<file path="src/rtl/bcd_serial_add_ctrl.sv">
// Digit-serial packed-BCD add/subtract sequencer: one shared single-digit BCD adder,
// LSD first, decimal carry rippled through a register, one-cycle done pulse.

module bcd_adder (
    input  logic [3:0] a_i,
    input  logic [3:0] b_i,
    input  logic       c_i,
    output logic [3:0] s_c_o,
    output logic       cout_c_o
);
    logic [4:0] bin_sum;

    // Binary sum, then +6 correction whenever the decimal digit overflows
    always_comb begin
        bin_sum  = 5'(a_i) + 5'(b_i) + 5'(c_i);
        cout_c_o = (bin_sum > 5'd9);
        s_c_o    = cout_c_o ? 4'(bin_sum + 5'd6) : bin_sum[3:0];
    end
endmodule

module bcd_serial_add_ctrl #(
    parameter int unsigned DIGITS = 4
) (
    input  logic                  clk,
    input  logic                  rst,
    input  logic                  start,
    input  logic                  sub,
    input  logic                  cin,
    input  logic [4*DIGITS-1:0]   a,
    input  logic [4*DIGITS-1:0]   b,
    output logic                  busy,
    output logic                  done,
    output logic [4*DIGITS-1:0]   sum,
    output logic                  cout,
    output logic                  err
);
    localparam int unsigned W     = 4 * DIGITS;
    localparam int unsigned IDX_W = (DIGITS > 1) ? $clog2(DIGITS) : 1;

    typedef enum logic [1:0] {
        ST_IDLE = 2'd0,
        ST_ADD  = 2'd1,
        ST_DONE = 2'd2
    } state_e;

    state_e             state_q, state_d;
    logic [W-1:0]       opa_q, opa_d;
    logic [W-1:0]       opb_q, opb_d;
    logic [W-1:0]       sum_q, sum_d;
    logic [IDX_W-1:0]   idx_q, idx_d;
    logic               carry_q, carry_d;
    logic               cout_q, cout_d;
    logic               err_q, err_d;
    logic               busy_q, busy_d;
    logic               done_q, done_d;

    logic [W-1:0]       b_nines_c;
    logic               in_err_c;
    logic [3:0]         dig_a_c, dig_b_c, dig_s_c;
    logic               dig_cout_c;

    // Nine's complement of b and invalid-digit detection on the incoming operands
    always_comb begin
        b_nines_c = '0;
        in_err_c  = 1'b0;
        for (int i = 0; i < int'(DIGITS); i++) begin
            b_nines_c[4*i +: 4] = 4'd9 - b[4*i +: 4];
            if (a[4*i +: 4] > 4'd9 || b[4*i +: 4] > 4'd9) begin
                in_err_c = 1'b1;
            end
        end
    end

    assign dig_a_c = opa_q[{idx_q, 2'b00} +: 4];
    assign dig_b_c = opb_q[{idx_q, 2'b00} +: 4];

    bcd_adder u_digit_adder (
        .a_i      (dig_a_c),
        .b_i      (dig_b_c),
        .c_i      (carry_q),
        .s_c_o    (dig_s_c),
        .cout_c_o (dig_cout_c)
    );

    always_ff @(posedge clk or posedge rst) begin
        if (rst) begin
            state_q <= ST_IDLE;
            opa_q   <= '0;
            opb_q   <= '0;
            sum_q   <= '0;
            idx_q   <= '0;
            carry_q <= 1'b0;
            cout_q  <= 1'b0;
            err_q   <= 1'b0;
            busy_q  <= 1'b0;
            done_q  <= 1'b0;
        end else begin
            state_q <= state_d;
            opa_q   <= opa_d;
            opb_q   <= opb_d;
            sum_q   <= sum_d;
            idx_q   <= idx_d;
            carry_q <= carry_d;
            cout_q  <= cout_d;
            err_q   <= err_d;
            busy_q  <= busy_d;
            done_q  <= done_d;
        end
    end

    always_comb begin
        state_d = state_q;
        opa_d   = opa_q;
        opb_d   = opb_q;
        sum_d   = sum_q;
        idx_d   = idx_q;
        carry_d = carry_q;
        cout_d  = cout_q;
        err_d   = err_q;
        busy_d  = busy_q;
        done_d  = 1'b0;

        case (state_q)
            ST_IDLE, ST_DONE: begin
                // DONE accepts a new start directly so back-to-back ops skip IDLE
                if (start) begin
                    opa_d   = a;
                    opb_d   = sub ? b_nines_c : b;
                    carry_d = sub ? 1'b1 : cin;
                    idx_d   = '0;
                    err_d   = in_err_c;
                    busy_d  = 1'b1;
                    state_d = ST_ADD;
                end else begin
                    state_d = ST_IDLE;
                end
            end
            ST_ADD: begin
                sum_d[{idx_q, 2'b00} +: 4] = dig_s_c;
                carry_d = dig_cout_c;
                idx_d   = idx_q + IDX_W'(1);
                if (idx_q == IDX_W'(DIGITS - 1)) begin
                    cout_d  = dig_cout_c;
                    busy_d  = 1'b0;
                    done_d  = 1'b1;
                    state_d = ST_DONE;
                end
            end
            default: begin
                state_d = ST_IDLE;
                busy_d  = 1'b0;
            end
        endcase
    end

    assign busy = busy_q;
    assign done = done_q;
    assign sum  = sum_q;
    assign cout = cout_q;
    assign err  = err_q;
endmodule

</file>
<file path="config.mk">
export PLATFORM = sky130hd
export DESIGN_NAME = bcd_serial_add_ctrl
export DESIGN_NICKNAME = d
export VERILOG_FILES = /design/src/rtl/bcd_serial_add_ctrl.sv
export SDC_FILE = /design/constraint.sdc
export NUM_CORES = 1
export LEC_CHECK = 0
export ABC_CLOCK_PERIOD_IN_PS = 4250
export CAP_MARGIN = 20
export CORE_MARGIN = 2
export CORE_UTILIZATION = 52
export DETAILED_ROUTE_END_ITERATION = 8
export PLACE_DENSITY = 0.87
export SYNTH_ARGS = -nofsm -noshare
export SYNTH_HDL_FRONTEND = slang
export SYNTH_SLANG_ARGS = --single-unit
</file>
<file path="constraint.sdc">
create_clock -name clk -period 4.25 [get_ports clk]
set_input_delay 1.275 -clock clk [delete_from_list [all_inputs] [get_ports clk]]
set_output_delay 1.275 -clock clk [all_outputs]
set_load 0.05 [all_outputs]
</file>
== Yosys cells after proc, flatten, opt, wreduce, memory -nomap -nowiden ==
Index checks and enable logic that the tools add are counted.

* Bits of input ports: 37
* Latch bits: 0
* Register bits: 57
* Memory bits (read-only): 0
* Memories kept: 0
* Output and inout bits: 20
* Logic and storage cells: 68
* RAM bits: 0

* Divide/modulo/power cells: 0
* $add $sub $neg: 9
* Mux-type cells: 20
* Multipliers: 0
* Reductions and logical operators: 11
* Magnitude comparators: 9
* Eq/ne operators: 5
* Bitwise operators: 0
* Shifts and indexed selects: 4

{| class="wikitable"
|+ Operators with widths
! kind !! number
|-
| 4-bit greater-than comparator (second input constant) || 8
|-
| 16-bit by 5-bit indexed part select with 4-bit output || 2
|-
| 16-bit bitwise mux || 1
|-
| 16-bit two-way mux || 1
|-
| 4-bit by 6-bit variable shift with 16-bit output (first input constant) || 1
|-
| 4-bit by 6-bit indexed part select with 16-bit output || 1
|-
| 4-bit subtractor (first input constant) || 4
|-
| 1-bit two-way mux || 11
|-
| 2-bit case mux with 2 select lines || 2
|-
| 2-bit AND reduction || 4
|-
| 4-bit negation with 6-bit output || 1
|-
| 4-bit by 4-bit adder with 5-bit output || 1
|-
| 5-bit by 1-bit adder with 5-bit output || 1
|-
| 5-bit by 4-bit greater-than comparator with 1-bit output (second input constant) || 1
|-
| 4-bit by 3-bit adder with 4-bit output (second input constant) || 1
|-
| 2-bit == test (second input constant) || 2
|-
| 1-bit logical OR || 4
|-
| 2-bit two-way mux || 2
|-
| 4-bit two-way mux || 1
|-
| 2-bit inequality test (second input constant) || 2
|-
| 1-bit case mux with 2 select lines || 2
|-
| 2-bit by 1-bit adder with 2-bit output (second input constant) || 1
|-
| 2-bit by 1-bit == test with 1-bit output (second input constant) || 1
|-
| 2-bit zero test || 1
|-
| 2 further kinds || 2
|}

== Depth between registers and ports, before layout ==
Gate-level depths: netlist (run 1).

* Depth in word-level cells: 7
* Gate-level depth with buffers: 11
* Mapped depth without buffers: 10

== By module ==
A second synthesis (run 1) with hierarchy kept.

* Cell total of the unflattened synthesis: 287
* Area, all modules: 2,972.9 um^2

{| class="wikitable"
|+ By module, submodules not included
! module !! cells an instance !! sequential area each (um^2) !! area each (um^2) !! instances
|-
| bcd_serial_add_ctrl || 265 || 1,426.4 || 2,761.4 || 1
|-
| bcd_adder || 22 || 0.0 || 211.5 || 1
|}

== Worst setup path before layout (run 1) ==
OpenSTA, ideal clock, no wires.

* Kind: register -> register
* Start: register idx_q[0]
* End: register sum_q[10] (netlist: sum[10])
* Library setup time: 0.135 ns
* Stages on the path, launching flop included: 12
* Data arrival time: 3.494 ns
* Required time: 4.115 ns
* Buffers on the path: 1
* Clock period less this slack: 3.629 ns
* Setup slack: 0.621 ns
* Path through: dfrtp_1 > clkbuf_1 > mux4_2 > fa_1 > fa_1 > xnor2_1 > ha_1 > and2b_2 > o311ai_0 > o31ai_1 > a311oi_2 > o21ai_0

* Word-level cells in the longest chain between the ends: 7
* Elaborated cells between the ends (all ways): 11
* Those cells by class: add/sub: 4; order compare: 1; shift: 4; mux: 2

{| class="wikitable"
|+ Ends and longest elaborated chain
! item !! RTL line !! source
|-
| start, declared || 50 || <nowiki>logic [IDX_W-1:0] idx_q, idx_d;</nowiki>
|-
| start signal, assigned || 102 || <nowiki>idx_q <= idx_d;</nowiki>
|-
| 16-bit by 5-bit indexed part select with 4-bit output, on equally long branches || 74, 75 ||
|-
| 4-bit by 4-bit adder with 5-bit output || 15 || <nowiki>bin_sum = 5'(a_i) + 5'(b_i) + 5'(c_i);</nowiki>
|-
| 5-bit by 1-bit adder with 5-bit output || 15 ||
|-
| 4-bit by 3-bit adder with 4-bit output / 5-bit by 4-bit greater-than comparator with 1-bit output (equally long branches) || 17, 16 ||
|-
| 4-bit two-way mux || 17 || <nowiki>s_c_o = cout_c_o ? 4'(bin_sum + 5'd6) : bin_sum[3:0];</nowiki>
|-
| 4-bit by 6-bit indexed part select with 16-bit output || 139 || <nowiki>sum_d[{idx_q, 2'b00} +: 4] = dig_s_c;</nowiki>
|-
| 16-bit bitwise mux * || 139 ||
|-
| end signal, assigned || 101 || <nowiki>sum_q <= sum_d;</nowiki>
|-
| end, declared || 49 || <nowiki>logic [W-1:0] sum_q, sum_d;</nowiki>
|}

Mark *: on every way between the ends. The rest lies on a longest branch, timed or not.
A chain may end at the register's enable or synchronous reset.

== Worst setup path in the final report (run 1) ==
* Start: register idx_q[1]
* End: register sum_q[10] (netlist: sum[10])

The elaborated chain is that of the path after synthesis.

==> metrics.md, run 1 <==
| Metric | Value |
|---|---|
| Sequential area share after synthesis | `48.6%` |
| Ranking of synthesized cells by area | `dfrtp_1 49%, o21ai_0 7.0%, mux2_2 6.1%, mux4_2 6.1%, ha_1 6.0%` |
| CP arrival | `3.86 ns` |
| CTS Sinks | `57` |
| Max_slew headroom | `between 30% and 40%` |
| First-pass GRT wire length | `10300 µm` |
| Ys async rst share | `100%` |
| Fin crit period | `around 3.7 ns` |
| DR vias/cell | `~5.4` |
| Initial antenna violation count | `0` |
| Hold Path Class | `flop to flop` |
| Die Span X | `79.2 µm` |
| Placed inst area | `0.00356 mm²` |
| CP Capture Type | `flop` |
| Reg clk slew, reported paths | `0.06 ns` |
| Cell area after synthesis | `0.00294 mm²` |
| Pin slew with the least headroom to its limit | `0.972 ns` |
| Max cap viols | `0` |
| Achievable Freq | `~0.27 GHz` |
| Status | `complete, no violations` |
| Remaining Overflow, GRT | `0` |
| Iter 0 DRT Violations | `94` |
| CTS Buffer Depth | `2` |
| Initial core utilization | `53.7%` |
| CTS tree | `yes` |
| Largest net degree at the start of global routing | `55` |
| Worst Path Buf+Inv | `0` |
| CTS Buf Count | `9` |
| Tcrit/Tclk final | `86.2%` |
| Mean post-synth cell area | `roughly 11 µm²` |
| Synth top area share | `48.6%` |
| I/O pins | `57` |
| Post-synth top area cell | `dfrtp_1` |
| Die Area | `0.00627 mm²` |
| Dominant synthesized flop cell | `dfrtp_1` |
| Final slew viol count | `0` |
| Post-synth EDFFs | `0` |
| Routed via count | `2207` |
| Sum Neg Setup Slack | `0 ns` |
| Slowest CP cell | `dfrtp_1` |
| RePlAce Congestion | `0.911` |
| H-Tree Depth | `3` |
| Wirelength per Cell | `14.7 µm` |
| Final net count | `roughly 380` |
| DRT Pass-1 Iters | `5` |
| Fin cells | `405` |
| Hold buffer count at cts | `0` |
| Crit-path most repeated cell | `fa_1` |
| Worst setup SP type | `flop` |
| Worst hold slack | `0.478 ns` |
| Final hold violations | `0` |
| Placed cells | `390` |
| Post-CTS sizing | `0` |
| Cell count after synthesis | `270` |
| Net count after synthesis | `323` |
| Seq cells post-synth | `57` |
| RSZ-0062 raised after global routing | `false` |
| # Post-CTS Setup Buffers | `0` |
| Total track usage | `21.5%` |
| Antenna Nets Post-Route | `0` |
| Site Rows | `27` |
| Cell with the most instances after synthesis | `dfrtp_1` |
| Post-layout instance area | `0.00374 mm²` |
| Worst skew pair latency | `between 0.3 and 0.4 ns` |
| Vias in the first global route | `2342` |
| Setup violation total in the final timing report | `0` |
| Syn. warnings | `0` |
| CP delay by family, top | `adder cells` |
| WS Path Type | `flop to flop` |
| Total wire length | `5940 µm` |
| Number of port buffers | `56` |
| Placeable core area | `0.00547 mm²` |
| Worst clock skew | `slightly above 0.008 ns` |
| Crit path max fanout | `13` |
| Worst Path Required | `~4.5 ns` |
| Drc violations | `0` |
| Root buf cell | `clkbuf_8` |
| Antenna Cells | `0` |
| Max incr delay on CP | `0.65 ns` |
| Syn-to-layout area delta | `27.3%` |
| Share of layout cells above drive strength 1 | `roughly 16%` |
| Chip height | `79.2 µm` |
| Most frequent cells after synthesis | `57 x dfrtp_1, 45 x nand2_1, 41 x o21ai_0` |
| CP cell instances | `mux4_2 > fa_1 > fa_1 > xnor2_1 > ha_1 > and2b_2 > o311ai_0 > o31ai_1 > a311oi_2 > o21ai_0` |
| Hpwl dp | `~4600 µm` |
| Unique masters post-synth | `38` |
==> cell usage in the layout (no fill, tap or decap), types with 2 or more instances in the layout <==
cell type and instances:
mux4_2 8, and2_1 4, nand2_1 45, nand3_1 3, nor2_1 7, and2_2 2
dfrtp_1 57, clkdlybuf4s50_1 56, ha_1 14, clkbuf_8 12, clkinv_2 3, mux2_2 16
a21oi_1 5, fa_1 2, xnor2_1 5, mux2i_1 5, nor3b_1 2, o31ai_1 5
inv_1 13, nand4_1 3, a21o_2 2, buf_4 3, o21ai_0 41, xor2_1 4
==> through the flow <==
stage | util [%] | worst slack, ns
2_1_floorplan | - | 0.621
3_3_place_gp | 65.1 | 0.740
3_5_place_dp | 65.1 | 0.557
4_1_cts | 68.4 | 0.559
5_1_grt | 68.4 | 0.339
6_report | 68.4 | 0.588
==> routing by layer <==
layer  part of all wire, %  GRT usage (%)
met2                    52           38.2
met3                   4.1           4.77
met4                   3.1           10.9
met5                     0              0
met1                    40           24.1
==> registers in the layout, summed over array words and instances (netlist names) <==
register / cells
opa_q: 16
sum: 16
err: 1
state_q: 2
carry_q: 1
idx_q: 2
cout: 1
opb_q: 16
busy: 1
done: 1
==> kinds of logic (layout without fill, tap and decap cells) <==
logic type                 Yosys count  in the layout  synth area share (%)
AOI/OAI and AO/OA                   59             59                  11.7
xor gates and xnor gates             9              9                  2.68
adders and majority gates           16             16                  7.33
buffers and inverters               25             88                  3.58
DFF                                 57             57                  48.6
muxes                               29             29                  14.0
and+or+nand+nor                     75             75                  12.2
==> path summary, 6_finish.rpt <==
check                      slack [ns]      from  cells after the start      end
min in group asynchronous        1.32       rst                      2     busy
hold reg to reg                  0.48    sum[1]                      2   sum[1]
hold / removal                   0.48    sum[1]                      2   sum[1]
max in group asynchronous        2.31       rst                      3  sum[10]
setup reg to reg                 0.59  idx_q[1]                     10  sum[10]
setup / recovery                 0.59  idx_q[1]                     10  sum[10]
==> tightest hold or removal path, stage by stage (launching register included) <==
cell     delay (ns)
dfrtp_1        0.34
nand2_1        0.05
o31ai_1        0.05
==> area by class of cell <==
type	instances	area (µm²)
Multi-Input combinational cell	188	1410
Clock inverter	3	15.0
Tap cell	72	90.1
Clock buffer	12	165
Inverter	14	52.6
Sequential cell	57	1430
Timing Repair Buffer	59	583
Fill cell	426	1730
Power of run 1 is left out: the tool's default activity adds up to more than one toggle a clock period on the data nets, which glitch-free logic cannot reach.
==> run 2: changes to the inputs <==
- ABC_CLOCK_PERIOD_IN_PS: 4250 -> unset
==> results of run 2 <==
Same layout as run 1: the final DEF is identical, and so are final timing and power.
Power of run 2 is left out for the same reason.
==> run 3: changes to the inputs <==
- SKIP_LAST_GASP: unset -> 1
==> results of run 3 <==
Same layout as run 1: the final DEF is identical, and so are final timing and power.
Power of run 3 is left out for the same reason.
